==> config.mk <==
export PLATFORM = sky130hd
export DESIGN_NAME = ps2_key_tracker
export DESIGN_NICKNAME = d
export VERILOG_FILES = /design/src/rtl/ps2_key_pkg.sv /design/src/rtl/ps2_key_table.sv /design/src/rtl/ps2_key_tracker.sv
export SDC_FILE = /design/constraint.sdc
export NUM_CORES = 1
export LEC_CHECK = 0
export BUFFER_PORTS_ARGS = -buffer_cell sky130_fd_sc_hd__clkbuf_2
export CAP_MARGIN = 10
export CORE_AREA = 2 2 144 146
export CTS_BUF_LIST = sky130_fd_sc_hd__clkbuf_4 sky130_fd_sc_hd__clkbuf_8
export CTS_CLUSTER_SIZE = 40
export DETAILED_ROUTE_END_ITERATION = 8
export DIE_AREA = 0 0 146 148
export PLACE_DENSITY = 0.5
export SLEW_MARGIN = 20
export SYNTH_ARGS = -nofsm -noshare
export SYNTH_HDL_FRONTEND = slang
export SYNTH_SLANG_ARGS = --single-unit
export TNS_END_PERCENT = 10
==> constraint.sdc <==
create_clock -name Clock -period 2.81 [get_ports Clock]
set_clock_uncertainty 0.1 [all_clocks]
set_input_delay 0.281 -clock Clock [delete_from_list [all_inputs] [get_ports Clock]]
set_output_delay 0.281 -clock Clock [all_outputs]
set_load 0.02 [all_outputs]
==> src/rtl/ps2_key_pkg.sv <==
// Shared types and scan-code constants for the PS/2 held-key tracker.
package ps2_key_pkg;

  typedef enum logic [2:0] {
    IDLE,
    EXT,
    BRK,
    EXT_BRK,
    SKIP
  } kstate_e;

  localparam logic [7:0] PFX_EXT      = 8'hE0;
  localparam logic [7:0] PFX_BRK      = 8'hF0;
  localparam logic [7:0] PFX_PAUSE    = 8'hE1;
  localparam logic [7:0] BAT_OK       = 8'hAA;
  localparam logic [7:0] ACK          = 8'hFA;
  localparam logic [7:0] RESEND       = 8'hFE;
  localparam logic [7:0] ECHO         = 8'hEE;
  localparam logic [7:0] KB_OVR0      = 8'h00;
  localparam logic [7:0] KB_OVR1      = 8'hFF;
  localparam logic [7:0] FAKE_SHIFT_L = 8'h12;
  localparam logic [7:0] FAKE_SHIFT_R = 8'h59;

  localparam int KEY_W = 9;
  localparam logic [KEY_W-1:0] KEY_NONE = 9'h000;

  function automatic logic is_fake_shift(input logic [7:0] b);
    return (b == FAKE_SHIFT_L) || (b == FAKE_SHIFT_R);
  endfunction

endpackage

==> src/rtl/ps2_key_table.sv <==
// Held-key slot table: parallel match, lowest-free-slot insert, remove, flush, popcount.
module ps2_key_table
  import ps2_key_pkg::*;
#(
  parameter int MAX_KEYS = 4,
  parameter int CNT_W    = $clog2(MAX_KEYS + 1)
) (
  input  logic                      clk,
  input  logic                      rst_n,
  input  logic                      ins_i,
  input  logic                      rem_i,
  input  logic                      flush_i,
  input  logic [KEY_W-1:0]          code_i,
  output logic                      hit_o,
  output logic                      full_o,
  output logic [KEY_W*MAX_KEYS-1:0] codes_o,
  output logic [MAX_KEYS-1:0]       valid_o,
  output logic [CNT_W-1:0]          count_o
);

  logic [KEY_W-1:0]    code_q [MAX_KEYS];
  logic [MAX_KEYS-1:0] valid_q;
  logic [MAX_KEYS-1:0] hit_vec;
  logic [MAX_KEYS-1:0] free_oh;
  logic                found;

  always_comb begin
    hit_vec = '0;
    free_oh = '0;
    found   = 1'b0;
    count_o = '0;
    for (int i = 0; i < MAX_KEYS; i++) begin
      hit_vec[i] = valid_q[i] && (code_q[i] == code_i);
      if (!valid_q[i] && !found) begin
        free_oh[i] = 1'b1;
        found      = 1'b1;
      end
      count_o = count_o + CNT_W'(valid_q[i]);
    end
  end

  assign hit_o   = |hit_vec;
  assign full_o  = &valid_q;
  assign valid_o = valid_q;

  for (genvar g = 0; g < MAX_KEYS; g++) begin : g_out
    assign codes_o[KEY_W*g +: KEY_W] = code_q[g];
  end

  // Empty slots read back as zero so held_codes never shows stale codes.
  always_ff @(posedge clk or negedge rst_n) begin
    if (!rst_n) begin
      valid_q <= '0;
      for (int i = 0; i < MAX_KEYS; i++) code_q[i] <= KEY_NONE;
    end else if (flush_i) begin
      valid_q <= '0;
      for (int i = 0; i < MAX_KEYS; i++) code_q[i] <= KEY_NONE;
    end else begin
      for (int i = 0; i < MAX_KEYS; i++) begin
        if (ins_i && free_oh[i]) begin
          valid_q[i] <= 1'b1;
          code_q[i]  <= code_i;
        end else if (rem_i && hit_vec[i]) begin
          valid_q[i] <= 1'b0;
          code_q[i]  <= KEY_NONE;
        end
      end
    end
  end

endmodule

==> src/rtl/ps2_key_tracker.sv <==
// PS/2 scan-byte decoder tracking up to MAX_KEYS held keys.
// Optional macro KEY_TRACKER_REPEAT_EN adds key_repeat and reports typematic repeats.
module ps2_key_tracker
  import ps2_key_pkg::*;
#(
  parameter int MAX_KEYS        = 4,
  parameter int CLOCK_FREQUENCY = 25000000,
  parameter int TIMEOUT_US      = 2000
) (
  input  logic                             Clock,
  input  logic                             reset,
  input  logic [7:0]                       ps2_byte,
  input  logic                             ps2_byte_valid,
  output logic [KEY_W*MAX_KEYS-1:0]        held_codes,
  output logic [MAX_KEYS-1:0]              held_valid,
  output logic [$clog2(MAX_KEYS+1)-1:0]    held_count,
  output logic [KEY_W-1:0]                 newest_code,
  output logic                             key_event,
  output logic [KEY_W-1:0]                 event_code,
  output logic                             event_make,
  output logic                             overflow
`ifdef KEY_TRACKER_REPEAT_EN
  ,
  output logic                             key_repeat
`endif
);

  localparam int     CNT_W  = $clog2(MAX_KEYS + 1);
  localparam longint TMO_L  = (longint'(TIMEOUT_US) * longint'(CLOCK_FREQUENCY)) / 64'd1000000;
  localparam int     TMO_CYC = (TMO_L < 1) ? 1 : int'(TMO_L);
  localparam int     TMO_W  = $clog2(TMO_CYC + 1);

  kstate_e          state_q, state_d, eff_state;
  logic [2:0]       skip_q, skip_d;
  logic [TMO_W-1:0] tmo_q, tmo_d;
  logic             tmo_fire;
  logic             do_make, do_brk, do_flush;
  logic [KEY_W-1:0] code_c;
  logic             tbl_hit, tbl_full, tbl_ins, tbl_rem, tbl_rep;
  logic             key_event_q, key_event_d, event_make_q, event_make_d;
  logic             overflow_q, overflow_d, repeat_q, repeat_d;
  logic [KEY_W-1:0] event_code_q, event_code_d, newest_q, newest_d;

  // A timed-out partial sequence is abandoned before this cycle's byte is decoded.
  assign tmo_fire  = (state_q != IDLE) && (tmo_q == TMO_W'(TMO_CYC));

  always_comb begin
    eff_state = tmo_fire ? IDLE : state_q;
    state_d   = eff_state;
    skip_d    = skip_q;
    do_make   = 1'b0;
    do_brk    = 1'b0;
    do_flush  = 1'b0;
    code_c    = {1'b0, ps2_byte};
    if (ps2_byte_valid) begin
      case (eff_state)
        IDLE: begin
          case (ps2_byte)
            PFX_EXT:                    state_d = EXT;
            PFX_BRK:                    state_d = BRK;
            PFX_PAUSE: begin
              state_d = SKIP;
              skip_d  = 3'd7;
            end
            KB_OVR0, KB_OVR1:           do_flush = 1'b1;
            BAT_OK, ACK, RESEND, ECHO:  ;
            default:                    do_make = 1'b1;
          endcase
        end
        EXT: begin
          code_c = {1'b1, ps2_byte};
          if (ps2_byte == PFX_BRK) state_d = EXT_BRK;
          else begin
            state_d = IDLE;
            do_make = !is_fake_shift(ps2_byte);
          end
        end
        BRK: begin
          state_d = IDLE;
          do_brk  = 1'b1;
        end
        EXT_BRK: begin
          code_c  = {1'b1, ps2_byte};
          state_d = IDLE;
          do_brk  = !is_fake_shift(ps2_byte);
        end
        SKIP: begin
          skip_d = skip_q - 3'd1;
          if (skip_q == 3'd1) state_d = IDLE;
        end
        default: state_d = IDLE;
      endcase
    end
  end

  always_comb begin
    if (ps2_byte_valid)                                       tmo_d = '0;
    else if ((state_q != IDLE) && (tmo_q != TMO_W'(TMO_CYC))) tmo_d = tmo_q + TMO_W'(1);
    else                                                      tmo_d = tmo_q;
  end

  assign tbl_ins = do_make && !tbl_hit && !tbl_full;
  assign tbl_rem = do_brk && tbl_hit;
  assign tbl_rep = do_make && tbl_hit;

  always_comb begin
    event_code_d = event_code_q;
    event_make_d = event_make_q;
    newest_d     = newest_q;
    overflow_d   = do_flush || (do_make && !tbl_hit && tbl_full);
    repeat_d     = 1'b0;
    key_event_d  = tbl_ins || tbl_rem;
`ifdef KEY_TRACKER_REPEAT_EN
    repeat_d     = tbl_rep;
    key_event_d  = tbl_ins || tbl_rem || tbl_rep;
    if (tbl_rep) begin
      event_code_d = code_c;
      event_make_d = 1'b1;
    end
`endif
    if (tbl_ins) begin
      event_code_d = code_c;
      event_make_d = 1'b1;
      newest_d     = code_c;
    end
    if (tbl_rem) begin
      event_code_d = code_c;
      event_make_d = 1'b0;
      if (code_c == newest_q) newest_d = KEY_NONE;
    end
    if (do_flush) newest_d = KEY_NONE;
  end

  always_ff @(posedge Clock or negedge reset) begin
    if (!reset) begin
      state_q      <= IDLE;
      skip_q       <= '0;
      tmo_q        <= '0;
      key_event_q  <= 1'b0;
      event_code_q <= KEY_NONE;
      event_make_q <= 1'b0;
      newest_q     <= KEY_NONE;
      overflow_q   <= 1'b0;
      repeat_q     <= 1'b0;
    end else begin
      state_q      <= state_d;
      skip_q       <= skip_d;
      tmo_q        <= tmo_d;
      key_event_q  <= key_event_d;
      event_code_q <= event_code_d;
      event_make_q <= event_make_d;
      newest_q     <= newest_d;
      overflow_q   <= overflow_d;
      repeat_q     <= repeat_d;
    end
  end

  ps2_key_table #(
    .MAX_KEYS (MAX_KEYS),
    .CNT_W    (CNT_W)
  ) u_table (
    .clk     (Clock),
    .rst_n   (reset),
    .ins_i   (tbl_ins),
    .rem_i   (tbl_rem),
    .flush_i (do_flush),
    .code_i  (code_c),
    .hit_o   (tbl_hit),
    .full_o  (tbl_full),
    .codes_o (held_codes),
    .valid_o (held_valid),
    .count_o (held_count)
  );

  assign newest_code = newest_q;
  assign key_event   = key_event_q;
  assign event_code  = event_code_q;
  assign event_make  = event_make_q;
  assign overflow    = overflow_q;
`ifdef KEY_TRACKER_REPEAT_EN
  assign key_repeat  = repeat_q;
`else
  logic unused_repeat;
  assign unused_repeat = repeat_q ^ tbl_rep;
`endif

endmodule

# --- After elaboration in Yosys (flattened, before gate mapping) ---
# Cells that the tools add are included.
# Widths: inputs -> output; s select.
classes:
  n_eq_ne: 23
  mux: 53
  multipliers: 0
  n_div: 0
  reduce_logical: 48
  order_cmp: 0
  add_sub_neg: 5
  n_bitwise: 0
  shift: 0
op_table:
  columns: ["operator", "count"]
  rows:
  - ["$mux 9", 16]
  - ["$eq 8x8->1 const B", 8]
  - ["$eq 9x9->1", 5]
  - ["$mux 36", 1]
  - ["$mux 16", 2]
  - ["$mux 1", 23]
  - ["$logic_and 1x1->1", 21]
  - ["$pmux 3 s3", 2]
  - ["$add 16x1->16 const B", 1]
  - ["$eq 16x16->1 const B", 1]
  - ["$ne 16x16->1 const B", 1]
  - ["$reduce_bool 3->1", 5]
  - ["$mux 3", 4]
  - ["$reduce_or 9->1", 1]
  - ["$eq 8x5->1 const B", 1]
  - ["$eq 8x7->1 const B", 1]
  - ["$logic_not 1->1", 8]
  - ["$logic_not 8->1", 1]
  - ["$add 3x1->3", 2]
  - ["$eq 3x1->1 const B", 2]
  - ["$eq 3x2->1 const B", 2]
  - ["$pmux 3 s2", 1]
  - ["$reduce_bool 2->1", 3]
  - ["$mux 4", 1]
  - ["other kinds (12)", 16]
totals:
  romBits: 0
  ramBits: 0
  latch_bits: 0
  in_bits: 11
  word_cells: 145
  n_memories: 0
  reg_bits: 83
  output_inout_bits: 64

# --- Logic depth before layout (Yosys ltp) ---
# Gate-level depths: netlist (run 1).
logic_depth:
  word_depth: 17
  mapped_depth: 11
  mapped_depth_nobuf: 9

# --- By module ---
# Synthesis (run 1) repeated with hierarchy kept, for this count alone.
hier_totals:
  cells_unflattened: 486
  area_unflattened_um2: 4750.8
modules_own_cells:
  columns: ["mod", "seq_area_each_um2", "n_inst", "cells_per_inst", "area_each_um2"]
  rows:
  - ["ps2_key_table", 1001.0, 1, 238, 2389.8]
  - ["ps2_key_tracker", 1076.0, 1, 248, 2361.0]

# --- Worst setup path before layout (run 1) ---
# No wires, ideal clock.
synth_timing:
  path_kind: "reg2reg"
  from: "register tmo_q[0]"
  to: "register event_code_q[0], in the netlist event_code[0]"
  t_required_ns: 2.581
  setup_ns: 0.129
  path_stages_with_launch: 12
  n_path_buf: 3
  arrival_ns: 2.316
  period_less_slack_ns: 2.544
  path_slack_ns: 0.266
  path_cell_list: "dfrtp_1 -> inv_1 -> ha_1 -> and3_1 -> nand4_1 -> clkbuf_1 -> nand4b_1 -> mux2_2 -> buf_2 -> buf_2 -> o211ai_1 -> nand3_1"
synth_via:
  elab_chain_len: 14
  elab_cells_between_ends: 29
  classes_between: "8 x eq/ne; 8 x mux; 13 x reduce/logical"
synth_lines:
  columns: ["element", "line", "text"]
  rows:
  - ["from (decl)", "ps2_key_tracker.sv:35", "logic [TMO_W-1:0] tmo_q, tmo_d;"]
  - ["from (signal assigned)", "ps2_key_tracker.sv:148", "tmo_q <= tmo_d;"]
  - ["$eq 16x16->1 *", "ps2_key_tracker.sv:45", "assign tmo_fire = (state_q != IDLE) && (tmo_q == TMO_W'(TMO_CYC));"]
  - ["$logic_and 1x1->1 *", "ps2_key_tracker.sv:45", null]
  - ["$mux 3 *", "ps2_key_tracker.sv:48", "eff_state = tmo_fire ? IDLE : state_q;"]
  - ["$eq 3x1->1 or $eq 3x2->1 (tied branches)", "ps2_key_tracker.sv:56", "case (eff_state)"]
  - ["$reduce_or 2->1 (no line)", null, null]
  - ["$mux 9", "ps2_key_tracker.sv:56", null]
  - ["$mux 9", "ps2_key_tracker.sv:55", "if (ps2_byte_valid) begin"]
  - ["$eq 9x9->1", "ps2_key_table.sv:33", "hit_vec[i] = valid_q[i] && (code_q[i] == code_i);"]
  - ["$logic_and 1x1->1", "ps2_key_table.sv:33", null]
  - ["$reduce_or 4->1", "ps2_key_table.sv:42", "assign hit_o = |hit_vec;"]
  - ["$logic_not 1->1", "ps2_key_tracker.sv:102", "assign tbl_ins = do_make && !tbl_hit && !tbl_full;"]
  - ["$logic_and 1x1->1 (2 in series)", "ps2_key_tracker.sv:102", null]
  - ["$reduce_bool 2->1 (no line)", null, null]
  - ["to (signal assigned)", "ps2_key_tracker.sv:150", "event_code_q <= event_code_d;"]
  - ["to (decl)", "ps2_key_tracker.sv:42", "logic [KEY_W-1:0] event_code_q, event_code_d, newest_q, newest_d;"]
# Mark *: on every way between the ends. The rest lies on a longest branch, timed or not.
# A chain may end at the register's enable or synchronous reset.

# --- Final worst setup path (run 1) ---
layout_timing:
  from: "register tmo_q[7]"
  to: "register u_table.code_q, in the netlist u_table.codes_o[25]"
layout_via:
  elab_chain_len: 16
  elab_cells_between_ends: 34
  classes_between: "8 x eq/ne; 11 x mux; 15 x reduce/logical"
layout_lines:
  columns: ["element", "line", "text"]
  rows:
  - ["$eq 16x16->1 *", "ps2_key_tracker.sv:45", null]
  - ["$logic_and 1x1->1 *", "ps2_key_tracker.sv:45", null]
  - ["$mux 3 *", "ps2_key_tracker.sv:48", null]
  - ["$eq 3x1->1 or $eq 3x2->1 (tied branches)", "ps2_key_tracker.sv:56", null]
  - ["$reduce_or 2->1 (no line)", null, null]
  - ["$mux 9", "ps2_key_tracker.sv:56", null]
  - ["$mux 9", "ps2_key_tracker.sv:55", null]
  - ["$eq 9x9->1", "ps2_key_table.sv:33", null]
  - ["$logic_and 1x1->1", "ps2_key_table.sv:33", null]
  - ["$reduce_or 4->1", "ps2_key_table.sv:42", null]
  - ["$logic_not 1->1", "ps2_key_tracker.sv:102", null]
  - ["$logic_and 1x1->1 (2 in series)", "ps2_key_tracker.sv:102", null]
  - ["$logic_and 1x1->1", "ps2_key_table.sv:60", "if (ins_i && free_oh[i]) begin"]
  - ["$mux 9", "ps2_key_table.sv:60", null]
  - ["$mux 36", "ps2_key_table.sv:55", "end else if (flush_i) begin"]
  - ["to (signal, indexed assignment)", "ps2_key_table.sv:62", "code_q[i] <= code_i;"]
  - ["to (decl)", "ps2_key_table.sv:21", "logic [KEY_W-1:0] code_q [MAX_KEYS];"]
# Marked as above.

==> summary by stage, run 1 <==
Outcome
The run finished with clean final reports.

Pwr
Across the VDD grid, the largest voltage drop is 0.200 mV. The internal portion of total power is 0.00286 W. Of the total power, registers draw 0.389. The total power density per cell area is 845 nW/µm². Of the total power, combinational logic draws 0.456. The leakage power total is 2.94 nW.

The share of total power dissipated in the clock network is 0.155. Of the total power, the share spent switching nets is 0.449. The total net switching power is 0.00233 W.

Setup path
Setup slack on the worst reg-to-reg path comes out at 0.08 ns. For this run, the slowest stage of the critical path takes 0.50 ns. The end of the worst register-to-register path is u_table.codes_o[25]. The critical path goes through nor4bb_1 -> nand4_1 -> and2_4 -> or4_4 -> a21oi_4 -> nand4b_1 -> buf_6 -> clkbuf_16 -> mux2i_1.

The worst setup path is captured at a flip-flop. The worst register-to-register path begins at tmo_q[7]. The critical path startpoint category is a flip-flop. The worst-case reg-to-reg path depth is 9. The slowest stage cell on the critical path is or4_4. Of all nets on the critical path, the largest fanout is 7.

The critical path data arrival time is 2.89 ns. The kind of critical path is reg -> reg. At the worst endpoint, the required time is 2.97 ns.

STA
Measured against its own limit, the worst slew margin works out to 0.495. The transition time at the pin with the least slew margin is 0.738 ns. The smallest clock period supported by the final layout is computed as 2.73 ns. The max-slew violation total from the final report is 0. The share of the clock period used by the worst path is 0.971. The final hold violation count is 0. The number of failing setup endpoints in the final timing report is 0. For the final routed database, the setup TNS stands at 0 ns.

Timing would allow up to 367 MHz.

Place
The port buffer count is 74. Once detailed placement completed, the half-perimeter wirelength came to 11300 µm. Routability-driven placement finished with a final weighted congestion of 0.845.

Detailed routing
The first detailed-routing pass ran for 4 iterations. The total via count after detailed routing is 4295. The number of violations reported at the end of detailed-routing iteration 0 is 283. In the final routed layout, each cell accounts on average for 16.7 µm. The post-detailed-route count of antenna-violating nets is 0.

Wires add up to 15200 µm. In the routed design, unresolved DRC markers number 0. The via count normalized by instance count is 4.73.

Logic synthesis
Of the synthesized area, sequential elements account for 0.419. The number of synthesized flops with an enable pin is 0. Synthesis produced 536 cells.

When the netlist entered floorplanning its net count stood at 556. The cell area that synthesis handed to floorplanning was 4950 µm². The number of distinct library cells after synthesis is 54. After synthesis the netlist holds a flip-flop and latch count of 83. The async set-reset flop share out of synthesis is 1.00. The average footprint of a synthesized cell is 9.24 µm². Among all flip-flop cells after synthesis, the most frequent one is dfrtp_1.

The Yosys step of the flow raised 0 warnings.

Global route
The global router's overall resource usage is 0.143. The number of antenna violations at the first check in global routing was 0. The number of global-route vias before repair is 4284. The global-route wire length before repair is 24000 µm. The largest net degree at the start of global routing is 48. After global routing the overflow that remains totals 0.

Floorplanning
For this configuration, the core starts out at a cell density of 0.247. 75 I/O pins were placed. The number of rows in the core area is 52. The overall die width is 146 µm. The area of the die is 21600 µm².

In this run the standard cell core region covers 20000 µm². In this run the vertical extent of the chip is 148 µm.

Hold path
The depth of the worst hold-timing path is 3. The end point of the most critical hold path is state_q[1]. The type of the worst min-delay path is in -> reg.

The beginning of the worst hold path is ps2_byte_valid.

Clock network
Counting every sink on the clock net gives 83. The maximum root-to-sink buffer count is 2. The clock tree from TritonCTS is done. The clock-pin slew reported for the worst setup and hold paths after clock tree synthesis is 0.09 ns.

The clock insertion delay at the later pin of the skew report is 0.38 ns. The cell at the root of the clock tree is clkbuf_8. The count of H-tree levels built during CTS is 3. The number of CTS-inserted buffers is 9.

Cells and area
The relative area change from synthesis to final layout is 24.0%. The number of nets at the end of the flow is 654. At the end of the flow the core is filled with cells to 0.306. Counting the fill cells in the layout gives 2195. 0 antenna diodes ended up in the layout. In the final layout, the share of cells above drive strength 1 is 0.232.

Run
Max-cap violations in this run came to 0.
[how the worst max path moves through the flow]
stage,slack [ns],from,cells after the start,end
CTS,0.03,tmo_q[9],8,u_table.codes_o[9]
global placement,-0.06,tmo_q[13],7,newest_code[0]
floorplan,0.27,tmo_q[0],11,event_code[0]
finish,0.08,tmo_q[7],9,u_table.codes_o[25]
detailed placement,-0.02,tmo_q[9],7,newest_code[2]
global route,-0.02,tmo_q[7],9,u_table.codes_o[22]
[power groups by stage]
stage | logic [W] | registers [W] | clock network [W]
floorplan | 0.00116 | 0.00240 | 0
global placement | 0.00234 | 0.00206 | 0
detailed placement | 0.00238 | 0.00205 | 0
CTS | 0.00239 | 0.00203 | 0.000836
global route | 0.00263 | 0.00209 | 0.000873
finish | 0.00236 | 0.00202 | 0.000806
[stage by stage]
step                      hold WS [ns]  setup slack, ns  std cells  cell area (µm²)  power, W
after floorplan                 -0.115            0.266        536             4950   0.00355
after global placement           0.191          -0.0605        887             5870   0.00441
after detailed placement         0.190          -0.0151        887             5870   0.00443
after CTS                        0.222           0.0343        903             6050   0.00525
after global routing             0.286          -0.0165        908             6140   0.00559
final                            0.243           0.0821        908             6140   0.00519
[state kept, by name (all words and copies together) (netlist names)]
signal,flops
tmo_q,16
event_code,9
u_table.codes_o,36
state_q,3
overflow,1
u_table.valid_o,4
event_make,1
newest_code,9
key_event,1
skip_q,3
[routing by layer]
layer  wire (µm)  share of wire  GRT usage
met5           0              0          0
met4         279          0.018     0.0583
met3         916          0.060     0.0358
met2        6890           0.45      0.219
met1        7080           0.47      0.192
[layout make-up]
cell class | count | area [µm²] | share of cell area
clock buffer | 12 | 153 | 0.0249
timing repair buffer | 121 | 825 | 0.134
tap | 270 | 338 | 0.0550
inverter | 18 | 67.6 | 0.0110
multi-input combinational | 401 | 2670 | 0.434
clock inverter | 3 | 15.0 | 0.00244
sequential | 83 | 2080 | 0.338
[worst max-delay path: cells and delay by family, from the launching register on]
kind,cells,cell delay [ns]
simple gates,5,1.44
compound gates,1,0.24
buf+inv,2,0.31
mux,1,0.11
flops,1,0.40
[logic make-up (layout without fill, tap and decap cells)]
kind of cell,after synthesis,after routing,synth area share
compound gates,74,74,0.101
xor+xnor,53,53,0.0937
fa+ha+maj,9,9,0.0243
buf+inv,52,154,0.0498
flops,83,83,0.419
mux,37,37,0.0750
simple gates,228,228,0.237
[Yosys cell counts, types with 2 or more instances]
cell type	count	area share
a21oi_1	14	0.014
nand3_1	28	0.028
o211ai_1	9	0.014
or4_1	3	0.0045
a21o_1	10	0.015
nor4_1	6	0.0076
and4b_1	2	0.0040
nand2b_1	4	0.0051
nor2_1	17	0.013
nand3b_1	4	0.0061
ha_1	8	0.020
buf_6	3	0.0068
o2111ai_1	2	0.0035
inv_1	18	0.014
nor4b_1	2	0.0035
nor4bb_1	2	0.0040
o21ai_0	15	0.015
nand4_1	26	0.033
and4_1	4	0.0071
mux2i_1	36	0.073
o21a_1	4	0.0061
a31oi_1	2	0.0025
and2_1	2	0.0025
nor2b_1	3	0.0038
or3_1	12	0.015
buf_4	2	0.0030
xor2_1	12	0.021
buf_2	16	0.016
buf_1	3	0.0023
nand2_1	90	0.068
clkbuf_1	9	0.0068
xnor2_1	41	0.073
nand4b_1	2	0.0035
dfrtp_1	83	0.42
nor3_1	10	0.010
o31ai_1	10	0.015
and3_1	5	0.0063
[repair_timing]
action / in CTS / in global routing
hold buffers: 1 / 0
setup endpoints to repair: 8 / 61
pin swaps: 0 / 6
resized for setup: 1 / 8
buffers inserted: 0 / 4
hold endpoints to repair: 36 / 0
cloned: 0 / 1
[placed cells by master (no fill, tap or decap), types with 15 or more instances in the layout]
cell type,netlist,final
inv_1,18,18
xnor2_1,41,41
o21ai_0,15,15
dfrtp_1,83,83
nand3_1,28,28
nand4_1,26,26
buf_4,2,39
clkbuf_2,1,73
nor2_1,17,17
nand2_1,90,90
mux2i_1,36,36
No activity file was read; power rests on OpenSTA's default activity.
==> inputs of run 2 (changes only) <==
--- a/config.mk
+++ b/config.mk
@@ -5,14 +5,16 @@
 export SDC_FILE = /design/constraint.sdc
 export NUM_CORES = 1
 export LEC_CHECK = 0
-export BUFFER_PORTS_ARGS = -buffer_cell sky130_fd_sc_hd__clkbuf_2
+export ABC_AREA = 1
 export CAP_MARGIN = 10
-export CORE_AREA = 2 2 144 146
+export CORE_AREA = 2 2 147 149
 export CTS_BUF_LIST = sky130_fd_sc_hd__clkbuf_4 sky130_fd_sc_hd__clkbuf_8
 export CTS_CLUSTER_SIZE = 40
 export DETAILED_ROUTE_END_ITERATION = 8
-export DIE_AREA = 0 0 146 148
-export PLACE_DENSITY = 0.5
+export DIE_AREA = 0 0 149 151
+export DONT_BUFFER_PORTS = 1
+export PLACE_DENSITY = 0.47
+export SETUP_SLACK_MARGIN = 0.5
 export SLEW_MARGIN = 20
 export SYNTH_ARGS = -nofsm -noshare
 export SYNTH_HDL_FRONTEND = slang
==> run 2 against run 1 <==
  * Critical endpoint is now u_table.codes_o[0]
  * Hold slack got worse by 0.17 ns
  * Largest cell class unchanged
  * Die area increased by 4.1%
  * First-iteration DRC count rose by 39%
  * Register-to-register slack better by 0.30 ns
  * Critical path depth is 8 higher
  * Routed wire length increased by 30%
  * Cell count rose by 19%
  * Sequential power up 26%
  * Fmax grew 12%
  * Largest power group is now registers
  * Sequential share of layout area shrank 1.4 points
  * Combinational power decreased by 10%
==> summary by stage, run 2 <==
Outcome
Result of the run: completed (unchanged).

STA
The share of the clock period used by the worst path is 0.863 (was 0.971). The final hold violation count is 0 (unchanged). The sum of negative setup slack is 0 ns (unchanged).

The headroom to the max-slew limit is 0.518 (was 0.495). The number of failing setup endpoints in the final timing report is 0 (unchanged). The transition time at the pin with the least slew margin is 0.718 ns (was 0.738 ns). The maximum clock frequency came to 412 MHz (was 367 MHz). The clock period minus worst slack is 2.43 ns (was 2.73 ns).

The max-slew violation total from the final report is 0 (unchanged). Setup repair after global routing could not meet its margin everywhere.

Setup path
The buffer and inverter count on the worst path is 4 (was 2). The worst-case reg-to-reg path depth came to 17 (was 9). The largest stage delay on the critical path came to 0.40 ns (was 0.50 ns).

The worst reg2reg path startpoint was tmo_q[1] (was tmo_q[7]). The end of the worst register-to-register path is u_table.codes_o[0] (was u_table.codes_o[25]). The endpoint type of the worst setup path was a flip-flop (unchanged). Chain of cells forming the critical path: inv_2 -> ha_4 -> nand2_2 -> inv_2 -> nand2_2 -> nor2_4 -> nand2_4 -> nand3_4 -> nand2_2 -> nand3_2 -> nand2_2 -> nor2_4 -> buf_8 -> nand4_1 -> buf_4 -> nand3_1 -> nand2_1 (was nor4bb_1 -> nand4_1 -> and2_4 -> or4_4 -> a21oi_4 -> nand4b_1 -> buf_6 -> clkbuf_16 -> mux2i_1).

The critical path endpoint is u_table.codes_o[0] (was u_table.codes_o[25]). The instance count on the critical path is 17 (was 9). The critical path startpoint category is a flip-flop (unchanged).

The dominant cell type by count on the critical path is nand2_2. The kind of cell adding the most delay to the critical path is simple AND/OR/NAND/NOR gates (unchanged). The maximum fanout count along the critical path is 6 (was 7).

The required time of the worst setup path is 3.00 ns (was 2.97 ns). The kind of critical path is reg -> reg (unchanged). The launching element of the worst setup path is tmo_q[1] (was tmo_q[7]). The slack of the worst reg-to-reg path is 0.38 ns (was 0.08 ns). The slowest stage cell on the critical path is dfrtp_1 (was or4_4). The critical path data arrival time is 2.61 ns (was 2.89 ns).

Logic synthesis
The yosys synthesis warning count came to 0 (unchanged). The dominant combinational cell family by area after synthesis was simple AND/OR/NAND/NOR gates (unchanged). The average footprint of a synthesized cell was 6.83 µm² (was 9.24 µm²). The most frequent cell after synthesis is nand2_1 (unchanged). The mux cell area share after synthesis is 0 (was 0.0750). The library cell with the largest summed area after synthesis is dfrtp_1 (unchanged). The area share of the largest cell type after synthesis is 0.401 (was 0.419). The fraction of the mapped netlist area in compound gates is 0.0674 (was 0.101). The basic-gate share of the synthesized area counting and, or, nand and nor cells is 0.409 (was 0.237). The adder-cell share of the synthesized area is 0.0232 (was 0.0243). Dominant cells by area after synthesis: dfrtp_1 40%, nand2_1 18%, nand3_1 7.6% (was dfrtp_1 42%, mux2i_1 7.3%, xnor2_1 7.3%). The most common flop cell mapped by yosys is dfrtp_1 (unchanged). The synthesized net count is 779 (was 556). The number of synthesized flops with an enable pin is 0 (unchanged). Top cells by count, synth: 255 x nand2_1, 91 x nor2_1, 83 x dfrtp_1 (was 90 x nand2_1, 83 x dfrtp_1, 41 x xnor2_1). The number of distinct library cells after synthesis is 37 (was 54). The total of flip-flops plus latches after synthesis is 83 (unchanged). The async set-reset flop share out of synthesis came to 1.00 (unchanged). The xor and xnor fraction of the mapped netlist area is 0.0152 (was 0.0937).

The area of the mapped netlist is 5180 µm² (was 4950 µm²). The part of the Yosys area used for sequential elements is 0.401 (was 0.419). The post-synthesis cell count is 759 (was 536).

Detailed routing
The post-detailed-route count of antenna-violating nets is 0 (unchanged). The final routed DRC violation total is 0 (unchanged). The average routed wire per standard cell is 18.2 µm (was 16.7 µm). The detailed-routing iteration count for the pre-antenna-repair pass is 5 (was 4). The total via count after detailed routing is 5148 (was 4295). The via count normalized by instance count is 4.75 (was 4.73). The number of violations reported at the end of detailed-routing iteration 0 was 393 (was 283). The overall routed net length came to 19700 µm (was 15200 µm).

Hold path
The type of the worst min-delay path is in -> reg (unchanged). The depth of the worst hold-timing path is 2 (was 3).

Global route
The number of antenna violations at the first check in global routing came to 0 (unchanged). The global-route wire length before repair was 30000 µm (was 24000 µm). The global router's overall resource usage is 0.178 (was 0.143). The largest net degree at the start of global routing is 84 (was 48).

The number of global-route vias before repair is 4935 (was 4284). The remaining global-route overflow came to 0 (unchanged).

Cells and area
The count of antenna diodes in the layout is 0 (unchanged). The area of the multi-input gates is 2920 µm² (was 2670 µm²). Commonest cells after routing, fill and taps aside: 245 x nand2_1, 88 x nor2_1, 82 x dfrtp_1 (was 90 x nand2_1, 83 x dfrtp_1, 73 x clkbuf_2). The final design area excluding fillers is 6400 µm² (was 6140 µm²). The number of nets at the end of the flow was 824 (was 654). The count of fill cells added during filler insertion was 2279 (was 2195). The relative area change from synthesis to final layout is 23.6% (was 24.0%). The most common library cell in the layout ignoring fill and taps is nand2_1 (unchanged).

The flip-flop count of the largest register, all copies and words added was 36 (unchanged). The flip-flop and latch area is 2080 µm² (about the same). The share of cells above drive strength 1 is 0.150 (was 0.232).

Clock network
The clock insertion delay at the later pin of the skew report is 0.40 ns (was 0.38 ns). The cell at the root of the clock tree is clkbuf_8 (unchanged). The count of H-tree levels built during CTS came to 3 (unchanged). The clock-pin slew reported for the worst setup and hold paths after clock tree synthesis is 0.09 ns (about the same).

The number of CTS-inserted buffers came to 9 (unchanged). The clock tree from TritonCTS is done (unchanged). The maximum root-to-sink buffer count came to 2 (unchanged). The sink count of the clock tree is 83 (unchanged).

Place
The port buffer count was 0 (was 74). The placer's final routability congestion estimate came to 0.888 (was 0.845). The placed wire-length estimate came to 12300 µm (was 11300 µm). The cell area after placement was 5530 µm² (was 5870 µm²).

Floorplanning
The core region area is 20800 µm² (was 20000 µm²). The overall die width is 149 µm (was 146 µm). The area of the die came to 22500 µm² (was 21600 µm²). The I/O pin total is 75 (unchanged). The die height is 151 µm (was 148 µm). The initial core utilization is 0.249 (was 0.247).

The number of rows in the core area is 53 (was 52).

Run
The reported max-cap violation count was 0 (unchanged).

Pwr
The total power density per cell area is 869 nW/µm² (was 845 nW/µm²). The worst IR drop on VDD is 0.310 mV (was 0.200 mV). The leakage power total is 3.08 nW (was 2.94 nW). The total power consumption of the routed design is 0.00556 W (was 0.00519 W).
## run 2: cell count changes after synthesis, sizes merged, moves of 8 or more
cell | previous run | this run
o31ai | 10 | 1
o21ai | 16 | 36
nor2 | 17 | 96
xnor2 | 41 | 4
inv | 18 | 86
nand2 | 90 | 259
a21o | 10 | 0
or3 | 13 | 0
mux2i | 36 | 0
nand3 | 28 | 82
o211ai | 9 | 1
## run 2: report_power, final
group	total (W)	switching, W	internal, W
clock	0.000892	0.000511	0.000381
combinational	0.00212	0.00126	0.000862
sequential	0.00255	0.000963	0.00158
## run 2: logic make-up after synthesis
| kind of cell | count (synthesis) |
|---|---|
| adder cells (fa/ha/maj) | 9 |
| XOR/XNOR | 9 |
| AND/OR/NAND/NOR | 485 |
| AO/OA/AOI/OAI | 61 |
| buffers and inverters | 112 |
| flip-flops | 83 |
## run 2: worst min-delay path by stage
stage	slack, ns	from	endpoint
floorplan	-0.11	reset	event_code[0]
global placement	-0.11	reset	tmo_q[13]
detailed placement	-0.11	reset	tmo_q[13]
CTS	0.05	ps2_byte[6]	u_table.codes_o[33]
global route	0.09	ps2_byte[6]	u_table.codes_o[33]
finish	0.07	ps2_byte[6]	u_table.codes_o[33]
## run 2: repair_timing
item,in CTS,in global routing
setup buffers,18,6
gates resized for setup,40,24
hold endpoints to repair,122,0
pin swaps,12,10
endpoints found under the setup margin,66,71
cloned,7,3
hold buffers,11,0
## run 2: cell type report
| class | instances | share of cell area |
|---|---|---|
| Timing Repair Buffer | 52 | 0.0840 |
| Inverter | 87 | 0.0510 |
| Sequential cell | 83 | 0.325 |
| Multi-Input combinational cell | 571 | 0.456 |
| Tap cell | 275 | 0.0537 |
| Clock buffer | 11 | 0.0236 |
| Clock inverter | 5 | 0.00664 |
## run 2: worst reg2reg max path: stages, from the launching register on
cell	delay, ns
dfrtp_1	0.40
inv_2	0.09
ha_4	0.13
nand2_2	0.05
inv_2	0.05
nand2_2	0.05
nor2_4	0.13
nand2_4	0.10
nand3_4	0.12
nand2_2	0.08
nand3_2	0.09
nand2_2	0.08
nor2_4	0.19
buf_8	0.14
nand4_1	0.19
buf_4	0.23
nand3_1	0.06
nand2_1	0.05
## run 2: layer usage
metal	GRT usage	wire length (µm)	share of wire
met3	0.0506	1600	0.081
met2	0.286	9000	0.46
met1	0.230	8670	0.44
met5	0	0	0
met4	0.0610	471	0.024
## run 2: metrics by stage
stage | util | cells | hold WS (ns) | setup slack [ns]
floorplan | - | 759 | -0.115 | 0.583
global placement | 0.266 | 1023 | -0.108 | 0.236
detailed placement | 0.266 | 1023 | -0.108 | 0.171
CTS | 0.300 | 1075 | 0.0528 | 0.421
global route | 0.308 | 1084 | 0.0910 | 0.251
finish | 0.308 | 1084 | 0.0711 | 0.384
